$ cat src/rtl/pc_fetch_ctrl.sv
// Fetch sequencer: drives PC load controls and the instruction-memory handshake.
// Optional fetch watchdog enabled by defining FETCH_TIMEOUT_EN.
module pc_fetch_ctrl #(
    parameter int unsigned       N_BITS         = 32,
    parameter logic [N_BITS-1:0] EXC_VECTOR     = 32'h80000180,
    parameter int unsigned       TIMEOUT_CYCLES = 16
) (
    input  logic              clk,
    input  logic              reset,
    input  logic [N_BITS-1:0] pc_value_i,
    output logic [N_BITS-1:0] new_pc_o,
    output logic              pc_enable_o,
    output logic              imem_req_o,
    output logic [N_BITS-1:0] imem_addr_o,
    input  logic              imem_ack_i,
    input  logic [N_BITS-1:0] imem_data_i,
    output logic [N_BITS-1:0] instr_o,
    output logic              instr_valid_o,
    input  logic              stall_i,
    input  logic              exc_i,
    input  logic              jump_i,
    input  logic [N_BITS-1:0] jump_target_i,
    input  logic              branch_taken_i,
    input  logic [N_BITS-1:0] branch_target_i,
    output logic              fetch_err_o
);

    typedef enum logic [1:0] {
        S_IDLE,
        S_FETCH,
        S_DELIVER
    } state_t;

    state_t            state;
    logic              pend_q;
    logic [1:0]        pend_rank_q;
    logic [N_BITS-1:0] pend_tgt_q;

    logic [1:0]        now_rank;
    logic [N_BITS-1:0] now_tgt;
    logic              sel_now;
    logic              best_valid;
    logic [N_BITS-1:0] best_tgt;
    logic              ack_ok;
    logic              timeout;

    // Rank 3/2/1 = exception/jump/branch; 0 means no redirect this cycle.
    always_comb begin
        now_rank = 2'd0;
        now_tgt  = branch_target_i;
        if (exc_i) begin
            now_rank = 2'd3;
            now_tgt  = EXC_VECTOR;
        end else if (jump_i) begin
            now_rank = 2'd2;
            now_tgt  = jump_target_i;
        end else if (branch_taken_i) begin
            now_rank = 2'd1;
            now_tgt  = branch_target_i;
        end
    end

    assign sel_now    = (now_rank != 2'd0) && (!pend_q || now_rank >= pend_rank_q);
    assign best_valid = sel_now || pend_q;
    assign best_tgt   = sel_now ? now_tgt : pend_tgt_q;
    // An ack only counts while a request is actually on the bus.
    assign ack_ok     = (state == S_FETCH) && imem_req_o && imem_ack_i;

    assign imem_addr_o = pc_value_i;

`ifdef FETCH_TIMEOUT_EN
    localparam int unsigned CW = (TIMEOUT_CYCLES > 1) ? $clog2(TIMEOUT_CYCLES) : 1;
    logic [CW-1:0] cnt_q;

    assign timeout = (state == S_FETCH) && !ack_ok && (cnt_q == CW'(TIMEOUT_CYCLES - 1));

    always_ff @(posedge clk) begin
        if (!reset) begin
            cnt_q       <= '0;
            fetch_err_o <= 1'b0;
        end else begin
            fetch_err_o <= timeout;
            if (state != S_FETCH || ack_ok || timeout)
                cnt_q <= '0;
            else
                cnt_q <= cnt_q + 1'b1;
        end
    end
`else
    assign timeout     = 1'b0;
    assign fetch_err_o = 1'b0;
`endif

    always_comb begin
        pc_enable_o = 1'b0;
        new_pc_o    = pc_value_i;
        if (reset) begin
            case (state)
                S_FETCH: begin
                    if (timeout) begin
                        pc_enable_o = 1'b1;
                        new_pc_o    = EXC_VECTOR;
                    end else if (ack_ok && best_valid) begin
                        pc_enable_o = 1'b1;
                        new_pc_o    = best_tgt;
                    end
                end
                S_DELIVER: begin
                    if (now_rank != 2'd0) begin
                        pc_enable_o = 1'b1;
                        new_pc_o    = now_tgt;
                    end else if (!stall_i) begin
                        pc_enable_o = 1'b1;
                        new_pc_o    = pc_value_i + N_BITS'(4);
                    end
                end
                default: ;
            endcase
        end
    end

    always_ff @(posedge clk) begin
        if (!reset) begin
            state         <= S_IDLE;
            instr_o       <= '0;
            instr_valid_o <= 1'b0;
            imem_req_o    <= 1'b0;
            pend_q        <= 1'b0;
            pend_rank_q   <= '0;
            pend_tgt_q    <= '0;
        end else begin
            case (state)
                S_IDLE: begin
                    state      <= S_FETCH;
                    imem_req_o <= 1'b1;
                end
                S_FETCH: begin
                    if (timeout) begin
                        imem_req_o  <= 1'b0;
                        pend_q      <= 1'b0;
                        pend_rank_q <= '0;
                    end else if (ack_ok) begin
                        pend_q      <= 1'b0;
                        pend_rank_q <= '0;
                        if (!best_valid) begin
                            instr_o       <= imem_data_i;
                            instr_valid_o <= 1'b1;
                            imem_req_o    <= 1'b0;
                            state         <= S_DELIVER;
                        end
                    end else begin
                        imem_req_o <= 1'b1;
                        if (sel_now) begin
                            pend_q      <= 1'b1;
                            pend_rank_q <= now_rank;
                            pend_tgt_q  <= now_tgt;
                        end
                    end
                end
                S_DELIVER: begin
                    if (now_rank != 2'd0 || !stall_i) begin
                        instr_valid_o <= 1'b0;
                        imem_req_o    <= 1'b1;
                        state         <= S_FETCH;
                    end
                end
                default: state <= S_IDLE;
            endcase
        end
    end

endmodule

$ cat config.mk
export PLATFORM = sky130hd
export DESIGN_NAME = pc_fetch_ctrl
export DESIGN_NICKNAME = d
export VERILOG_FILES = /design/src/rtl/pc_fetch_ctrl.sv
export SDC_FILE = /design/constraint.sdc
export NUM_CORES = 1
export LEC_CHECK = 0
export BUFFER_PORTS_ARGS = -buffer_cell sky130_fd_sc_hd__buf_4
export CORE_MARGIN = 10
export CORE_UTILIZATION = 40
export CTS_CLUSTER_SIZE = 40
export DETAILED_ROUTE_END_ITERATION = 6
export GPL_TIMING_DRIVEN = 0
export PLACE_DENSITY = 0.8
export SLEW_MARGIN = 20
export SYNTH_ARGS = -nofsm -noshare
export SYNTH_HDL_FRONTEND = slang
export SYNTH_SLANG_ARGS = --single-unit
$ cat constraint.sdc
create_clock -name clk -period 7.53 [get_ports clk]
set_clock_uncertainty 0.2 [all_clocks]
set_input_delay 0.3765 -clock clk [delete_from_list [all_inputs] [get_ports clk]]
set_output_delay 0.3765 -clock clk [all_outputs]
set_load 0.05 [all_outputs]
==> reports/metrics.cfg <==
[sta]
min_period_ns = 4.14
fin_crit_sh_pct = 54.9
worst_pin_slew_ns = 0.725
rsz0062_at_grt = no
slew_headroom_pct = 50.4
setup_viol_count_final = 0
setup_tns_ns = 0
fmax_ghz = 0.242
hold_viol = 0
slew_viol_final = 0

[pwr]
total_power_mw = 1.32
p_comb_share_pct = 35.4
switching_share_pct = 35.6
clkPwrFrac_pct = 34.3
ir_worst_vdd_uv = 134
p_seq_share_pct = 30.4
power_density_mw_per_mm2 = 166
power.switching_uw = 471
p_int_uw = 851
p_leak_nw = 3.46

[drt]
drt_iter0_drc = 999
wire_per_inst_um = 20.1
drtAntennaViolNets = 0
drc_errors = 0
totalWireLength_mm = 24.5
viasPerCell = 5.73
vias = 6991
dr.pass1.iters = 6

[synthesis]
synth-edff-count = 0
synthCells = 797
ys_types = 78
synth_top_family_by_area = compound AO/OA/AOI/OAI gates
synth-seq-cells = 71
synth-compound-area-share_pct = 27.4
synthSimpleGateAreaFrac_pct = 26.8
synth-main-ff-cell = dfxtp_1
yosysTopAreaCell = dfxtp_1
async_flop_share_pct = 0
mappedNetlistArea_mm2 = 0.00572
ys_warn_count = 0
muxShareOfSynthArea_pct = 8.26
ys_seq_area_share_pct = 24.8
syn_area_per_cell_um2 = 7.18
synthTopCellsByArea = dfxtp_1, nand2_1, mux2i_1, a21boi_0, buf_4
yosysTopAreaCellShare_pct = 24.8
syn_nets = 939
synth_xor_area_share_pct = 1.07
synthAdderAreaFrac_pct = 1.53

[layout]
drive_gt1_share_pct = 31.7
area_growth_pct = 39.2
diodes = 0
nFillCells = 1359
final_nets = 1178
instances_no_fill = 1221

[worst_setup_path]
crit_fanout = 10
worstPathArrival_ns = 3.56
criticalPathCategory = in2out
critPathLaunchType = input pin
cp.required_ns = 6.95
endpoint_kind = output pin

[floorplan]
dieArea_mm2 = 0.0195
die_h_um = 140
start_util_pct = 41.1
io_pins = 235
die_w_um = 140
rows = 43
core_area_mm2 = 0.0139

[clock_tree]
cts_tree = done
cts_sinks = 71
post_cts_buffers = 0
insertion_delay_ns = 0.34
clockBufferDepth = 2
cts_buffers = 9
clock-root-buffer = clkbuf_16
h-tree-depth = 3
path_clk_slew_ns = 0.06
ctsHoldBuffers = 0
cts-resized-gates = 0

[placed_design]
io_buffers = 228
gp_congestion = 0.968
hpwl_mm = 19.4
placedCellCount = 1205

[global_routing]
first_global_vias = 7048
gr-total-overflow = 0
grt_start_max_net_pins = 12
grt_usage_pct = 24.0
grt_first_pass_wirelength_mm = 38.0
antenna_found_initial = 0

[hold_path]
hold_path.class = in2reg

[job]
drv_cap = 0

[run_status]
status = complete, no violations

cell type report:
cell class                      instances  area, um2  area share [%]
Clock inverter                          4       70.1           0.880
Clock buffer                           12        236            2.97
Multi-Input combinational cell        620       3720            46.8
Sequential cell                        71       1420            17.8
Timing Repair Buffer                  228       1710            21.5
Tap cell                              180        225            2.83
Inverter                               10       37.5           0.471
Buffer                                 96        539            6.77
placed cells by master, fill, tap and decap left out, types with 4 or more instances in the layout:
cell type / Yosys / final
o221ai_1: 6 / 6
nand4_1: 12 / 12
buf_1: 4 / 4
and2_1: 9 / 9
a21boi_1: 12 / 12
a22oi_1: 8 / 8
nand3_1: 21 / 21
buf_2: 29 / 29
o21ai_0: 36 / 36
a211o_1: 4 / 4
nand2_1: 174 / 174
xor2_1: 7 / 7
and3_1: 9 / 9
a211oi_1: 9 / 9
mux2i_1: 39 / 39
a21boi_0: 51 / 51
dfxtp_1: 71 / 71
buf_4: 38 / 266
nor2b_1: 7 / 7
clkbuf_16: 0 / 9
ha_1: 7 / 7
nor3_1: 7 / 7
o21ai_1: 5 / 5
a21oi_1: 42 / 42
o211ai_1: 6 / 6
nor2_1: 67 / 67
clkbuf_1: 25 / 28
inv_1: 10 / 10
path summary, 6_finish.rpt:
| path | startpoint | endpoint | slack, ns | depth (start not counted) |
|---|---|---|---|---|
| max | jump_i | new_pc_o[26] | 3.39 | 15 |
| min | imem_data_i[30] | instr_o[30] | 0.08 | 3 |
| max reg2reg | state[1] | instr_o[2] | 5.06 | 9 |
| min reg2reg | instr_o[29] | instr_o[29] | 0.25 | 2 |
through the flow:
stage	setup slack (ns)	hold slack, ns	utilization, %	cell area, um2
2_1_floorplan	3.51	0.231	-	5720
3_3_place_gp	3.45	0.238	55.0	7660
3_5_place_dp	3.40	0.249	55.0	7660
4_1_cts	3.40	0.0781	57.2	7970
5_1_grt	3.14	0.0912	57.2	7970
6_report	3.39	0.0797	57.2	7970
synth_stat cells, types with 10 or more instances:
| cell | instances |
|---|---|
| nand2_1 | 174 |
| dfxtp_1 | 71 |
| nor2_1 | 67 |
| a21boi_0 | 51 |
| a21oi_1 | 42 |
| mux2i_1 | 39 |
| buf_4 | 38 |
| o21ai_0 | 36 |
| buf_2 | 29 |
| clkbuf_1 | 25 |
| nand3_1 | 21 |
| a21boi_1 | 12 |
| nand4_1 | 12 |
| inv_1 | 10 |
power groups by stage:
stage	clock (mW)	combinational, mW	sequential, mW
final	0.453	0.468	0.401
after detailed placement	0	0.459	0.409
after CTS	0.453	0.461	0.401
after global placement	0	0.456	0.408
after floorplan	0	0.282	0.412
after global routing	0.470	0.495	0.403
cells by family (layout without fill, tap and decap cells):
kind of cell / after synthesis / count (layout)
multiplexers: 46 / 46
buffers and inverters: 106 / 350
XOR/XNOR: 7 / 7
AND/OR/NAND/NOR: 333 / 333
other: 1 / 1
adder cells (fa/ha/maj): 7 / 7
flip-flops: 71 / 71
AO/OA/AOI/OAI: 226 / 226
worst max-delay path, stage by stage:
cell and delay (ns):
buf_2 0.22, buf_4 0.28, buf_2 0.34, nor2b_1 0.14
nor2_1 0.16, ha_1 0.25, nand2b_1 0.19, a21boi_2 0.32
nor2_2 0.11, buf_4 0.23, buf_2 0.22, o32ai_1 0.14
o21ai_0 0.14, o211ai_1 0.18, buf_4 0.25
sequential cells by signal (all words and copies together) (netlist names):
| name | count |
|---|---|
| instr_o | 32 |
| pend_tgt_q | 32 |
| pend_rank_q | 2 |
| state | 2 |
| imem_req_o | 1 |
| instr_valid_o | 1 |
| pend_q | 1 |
routing by layer:
| metal | vias up | GRT usage [%] | share of wire, % | routed length (um) |
|---|---|---|---|---|
| met5 | - | 0 | 0 | 0 |
| met4 | 0 | 10.7 | 3.7 | 895 |
| li1 | 3263 | - | - | - |
| met1 | 3156 | 27.9 | 37 | 9190 |
| met2 | 498 | 38.2 | 45 | 11000 |
| met3 | 74 | 9.29 | 14 | 3410 |
Power figures use the tool's default switching activity.
